<file path="config.mk">
export PLATFORM = sky130hd
export DESIGN_NAME = addsub_byte_serial_ctrl
export DESIGN_NICKNAME = d
export VERILOG_FILES = /design/src/rtl/addsub_pkg.sv /design/src/rtl/addsub_byte_serial_ctrl.sv
export SDC_FILE = /design/constraint.sdc
export NUM_CORES = 1
export LEC_CHECK = 0
export CORE_ASPECT_RATIO = 0.8
export CORE_UTILIZATION = 51
export DETAILED_ROUTE_END_ITERATION = 6
export GPL_ROUTABILITY_DRIVEN = 0
export GPL_TIMING_DRIVEN = 0
export PLACE_DENSITY = 0.81
export SLEW_MARGIN = 20
export SYNTH_ARGS = -nofsm -noshare
export SYNTH_HDL_FRONTEND = slang
export SYNTH_SLANG_ARGS = --single-unit
export TNS_END_PERCENT = 10
</file>
<file path="constraint.sdc">
create_clock -name clk -period 6.4 [get_ports clk]
set_clock_uncertainty 0.05 [all_clocks]
set_input_delay 1.28 -clock clk [delete_from_list [all_inputs] [get_ports clk]]
set_output_delay 1.28 -clock clk [all_outputs]
set_load 0.01 [all_outputs]
</file>
<file path="src/rtl/addsub_pkg.sv">
// Shared types and constants for the byte-serial add/sub sequencer.
// Byte width is fixed by the 8-bit combinational adder it drives.
package addsub_pkg;

  typedef enum logic [1:0] {
    IDLE = 2'd0,
    RUN  = 2'd1,
    FIN  = 2'd2
  } state_e;

  localparam logic OP_ADD = 1'b0;
  localparam logic OP_SUB = 1'b1;
  localparam int   BYTE_W = 8;

endpackage

</file>
<file path="src/rtl/addsub_byte_serial_ctrl.sv">
// Drives an 8-bit add/sub unit one byte per cycle to build an NBYTES-wide sum/difference.
// Result and flags arrive with a one-cycle done pulse NBYTES+1 cycles after start.
module addsub_byte_serial_ctrl
  import addsub_pkg::*;
#(
  parameter int NBYTES = 4
) (
  input  logic                     clk,
  input  logic                     rst,
  input  logic                     start,
  input  logic                     op,
  input  logic [BYTE_W*NBYTES-1:0] a,
  input  logic [BYTE_W*NBYTES-1:0] b,
  output logic                     busy,
  output logic                     done,
  output logic [BYTE_W*NBYTES-1:0] result,
  output logic                     cout,
  output logic                     ovf,
  output logic                     zero,
  output logic [BYTE_W-1:0]        add_x,
  output logic [BYTE_W-1:0]        add_y,
  output logic                     add_cin,
  output logic                     add_sig,
  input  logic [BYTE_W:0]          add_s,
  input  logic                     add_cout
);

  localparam int              W      = BYTE_W * NBYTES;
  localparam int              KW     = $clog2(NBYTES);
  localparam logic [KW-1:0]   K_LAST = KW'(NBYTES - 1);

  state_e          state_q;
  logic [KW-1:0]   k_q;
  logic [W-1:0]    a_q;
  logic [W-1:0]    b_q;
  logic            op_q;
  logic            carry_q;
  logic            busy_q;
  logic            done_q;
  logic [W-1:0]    result_q;
  logic [W-1:0]    result_d;
  logic            cout_q;
  logic            ovf_q;
  logic            zero_q;

  logic [BYTE_W-1:0] x_byte;
  logic [BYTE_W-1:0] y_byte;
  logic              unused_s8;

  assign unused_s8 = add_s[BYTE_W];

  // Subtraction is A + ~B + 1, so the adder always runs on its ripple-add path.
  always_comb begin
    x_byte = a_q[k_q*BYTE_W +: BYTE_W];
    y_byte = b_q[k_q*BYTE_W +: BYTE_W] ^ {BYTE_W{op_q == OP_SUB}};
  end

  always_comb begin
    result_d = result_q;
    result_d[k_q*BYTE_W +: BYTE_W] = add_s[BYTE_W-1:0];
  end

  always_ff @(posedge clk) begin
    if (rst) begin
      state_q  <= IDLE;
      k_q      <= '0;
      a_q      <= '0;
      b_q      <= '0;
      op_q     <= OP_ADD;
      carry_q  <= 1'b0;
      busy_q   <= 1'b0;
      done_q   <= 1'b0;
      result_q <= '0;
      cout_q   <= 1'b0;
      ovf_q    <= 1'b0;
      zero_q   <= 1'b0;
    end else begin
      done_q <= 1'b0;
      case (state_q)
        IDLE: begin
          if (start) begin
            a_q     <= a;
            b_q     <= b;
            op_q    <= op;
            carry_q <= op;
            k_q     <= '0;
            busy_q  <= 1'b1;
            state_q <= RUN;
          end
        end
        RUN: begin
          result_q <= result_d;
          carry_q  <= add_cout;
          if (k_q == K_LAST) begin
            // Flags are taken from the live top byte so they line up with done.
            state_q <= FIN;
            busy_q  <= 1'b0;
            done_q  <= 1'b1;
            cout_q  <= add_cout;
            ovf_q   <= (a_q[W-1] == y_byte[BYTE_W-1]) && (add_s[BYTE_W-1] != a_q[W-1]);
            zero_q  <= (result_d == '0);
          end else begin
            k_q <= k_q + 1'b1;
          end
        end
        FIN: begin
          state_q <= IDLE;
        end
        default: begin
          state_q <= IDLE;
        end
      endcase
    end
  end

  assign busy    = busy_q;
  assign done    = done_q;
  assign result  = result_q;
  assign cout    = cout_q;
  assign ovf     = ovf_q;
  assign zero    = zero_q;
  assign add_x   = (state_q == RUN) ? x_byte  : '0;
  assign add_y   = (state_q == RUN) ? y_byte  : '0;
  assign add_cin = (state_q == RUN) ? carry_q : 1'b0;
  assign add_sig = 1'b1;

endmodule

</file>
==> results.cfg <==
[outcome]
status = finished clean

[pwr]
ir_drop_mv = 0.127
leakage_uw = 0.00220
pwr_density_cell_nw_per_um2 = 215
pwr-share-clk_pct = 28.7
netSwitchingFraction_pct = 27.9
combPwrFrac_pct = 17.0
seq_power_share_pct = 54.3
power_switching_uw = 367
p_int_uw = 950

[synthesis]
ys.flop_type = dfxtp_1
ys_seq_area_share_pct = 47.4
ys_seq_elements = 107
synth_warnings = 0
synthAdderAreaFrac_pct = 1.66
synth_compound_area_share_pct = 14.9
syn_inst = 525
synth_top_family_by_area = simple AND/OR/NAND/NOR gates
avgSynthCellArea_sq_um = 8.61
synthMuxAreaShare_pct = 8.31
ys_types = 36
synth_edf_count = 0
synth-simple-area-share_pct = 21.9
yosysTopAreaCell = dfxtp_1
ys_async_sr_fraction_pct = 0
synthTopCellsByCount = 139 x nand2_1, 107 x dfxtp_1, 74 x a21oi_1
synth_nets = 609
synth_xor_area_share_pct = 1.72
yosys.area.top_type_share_pct = 47.4
synth.area.top_cells = dfxtp_1 47%, nand2_1 12%, a21oi_1 8.2%, mux4_2 6.0%, a22oi_1 5.5%
syn-cell-area_sq_um = 4520
synth.most_common_cell = nand2_1

[cts]
path_clk_slew_ns = 0.10
clockRootBuffer = clkbuf_8
cts_max_path_buffers = 2
cts_buffers = 9
cts_tree = done
insertion_delay_ns = 0.37
cts_resized = 0
postCtsHoldBufs = 0
cts-htree-levels = 3
cts_setup_buffers = 0
cts_sinks = 107

[detailed_routing]
ant_nets = 0
drt-pass1-iter-count = 7
vias_per_cell = 5.55
post_drt_wl_per_cell_um = 16.7
drc_errors = 0
drtIter0Drc = 285
routed_wl_um = 13100
num_vias = 4331

[place]
dpl.hpwl_um = 9890
numPortBuffers = 129
pre_cts_slack_ns = 2.63

[setup_path]
cp.required_ns = 5.07
path_class = flop to primary output
crit_fanout = 10
cp-end-kind = primary output
rrSetupSlack_ns = 3.47
setup.worst_path.start_class = flop
cp_data_arrival_time_ns = 2.90

[floorplanning]
ios = 133
dieArea_sq_um = 9240
die_h_um = 86.2
row_count = 30
core_area_sq_um = 8520
initial_core_util_pct = 53.0
die_w_um = 107

[timing]
period_needed_ns = 4.23
rsz0062_at_grt = false
setup_slack_ns = 2.17
hold_violations = 0
slew_headroom_pct = 57.1
min_period_over_period_pct = 66.1
fin_tns_setup_ns = 0
worst_slew_pin_slew_ns = 0.644
hold_slack_ns = 0.406
setup_viol = 0
fmax_mhz = 236
maxSlewViolCount = 0

[grt]
grt_overflow = 0
first_global_vias = 4202
gr-usage-all-layers_pct = 29.1
grt_pass1_wl_um = 20300
grt_max_degree = 19
antenna_found_initial = 0

[job]
drv_cap = 0

[layout]
syn_to_final_growth_pct = 35.5
drive_above_1_share_pct = 6.43
finalNetCount = 749
diodes = 0
fillers = 684

[min_path]
hold_path_class = flop to flop
==> through the flow <==
step	area, sq um	util (%)	power [uW]	std cells
floorplan	4520	-	843	525
global placement	5950	69.8	944	766
detailed placement	5950	69.8	951	766
CTS	6120	71.9	1320	781
global route	6120	71.9	1370	781
finish	6120	71.9	1320	781
==> final cells by class <==
| class | count | area (sq um) | area share [%] |
|---|---|---|---|
| repair buffers | 129 | 1290 | 21.1 |
| well taps | 112 | 140 | 2.29 |
| inverters | 2 | 7.51 | 0.123 |
| clock buffers | 9 | 124 | 2.02 |
| plain buffers | 39 | 173 | 2.82 |
| clock inverters | 6 | 50.0 | 0.817 |
| flip-flops and latches | 107 | 2140 | 35.0 |
| multi-input cells | 377 | 2200 | 35.9 |
==> worst paths after layout <==
check | start | end | cells past startpoint
setup / recovery | k_q[0]$_SDFFE_PP0P_ | add_y[1] | 6
hold / removal | b_q[9]$_SDFFE_PP0P_ | b_q[9]$_SDFFE_PP0P_ | 2
setup reg to reg | k_q[1]$_SDFFE_PP0P_ | result[15]$_SDFFE_PP0P_ | 10
hold reg to reg | b_q[9]$_SDFFE_PP0P_ | b_q[9]$_SDFFE_PP0P_ | 2
==> registers in the layout, summed over array words and instances (netlist names) <==
signal   count
state_q      2
a_q         32
busy         1
ovf          1
done         1
cout         1
k_q          2
result      32
op_q         1
zero         1
carry_q      1
b_q         32
==> power by group through the flow <==
stage          Combinational, uW  Sequential, uW  Clock (uW)
6_report                     225             715         378
4_1_cts                      222             714         379
3_3_place_gp                 216             728           0
5_1_grt                      242             718         407
3_5_place_dp                 221             730           0
2_1_floorplan                119             724           0
==> layout by cell type, fill, tap and decap left out, types with 2 or more instances in the layout <==
master           count
nand3b_1             3
buf_2                9
buf_1                2
nor4_1               9
mux4_2              12
dfxtp_1            107
nor2_1              53
mux4_1               4
nand2_1            139
a311oi_1             2
ha_1                 6
nor3b_1              2
o21ai_0              2
nor3_1               2
a22oi_1             33
and2_1              12
and3_1               2
clkinvlp_4           2
clkbuf_8             9
clkbuf_1            25
xnor2_1              7
nor2b_1              3
inv_1                2
a21oi_1             74
clkdlybuf4s50_1    129
inv_6                2
clkinv_4             2
buf_4                2
==> worst max-delay path: stages (launching register included) <==
cell	delay, ns
dfxtp_1	0.42
buf_2	0.22
buf_2	0.37
mux4_1	0.62
xnor2_1	0.14
nor2_1	0.18
clkdlybuf4s50_1	0.58
==> per-layer routing <==
layer	GRT usage (%)	part of all wire (%)	up-vias	wire length (um)
li1	-	-	2079	-
met1	38.3	43	2028	5640
met2	48.6	47	207	6180
met3	6.09	8.0	17	1040
met4	8.72	1.4	0	189
met5	0	0	-	0
==> cells by family (layout without fill, tap and decap cells) <==
group	after synthesis	count (layout)
flops	107	107
buf+inv	41	185
mux	16	16
fa+ha+maj	6	6
other cells	1	1
simple gates	231	231
compound gates	115	115
xor+xnor	8	8
No activity file was read; power rests on OpenSTA's default activity.
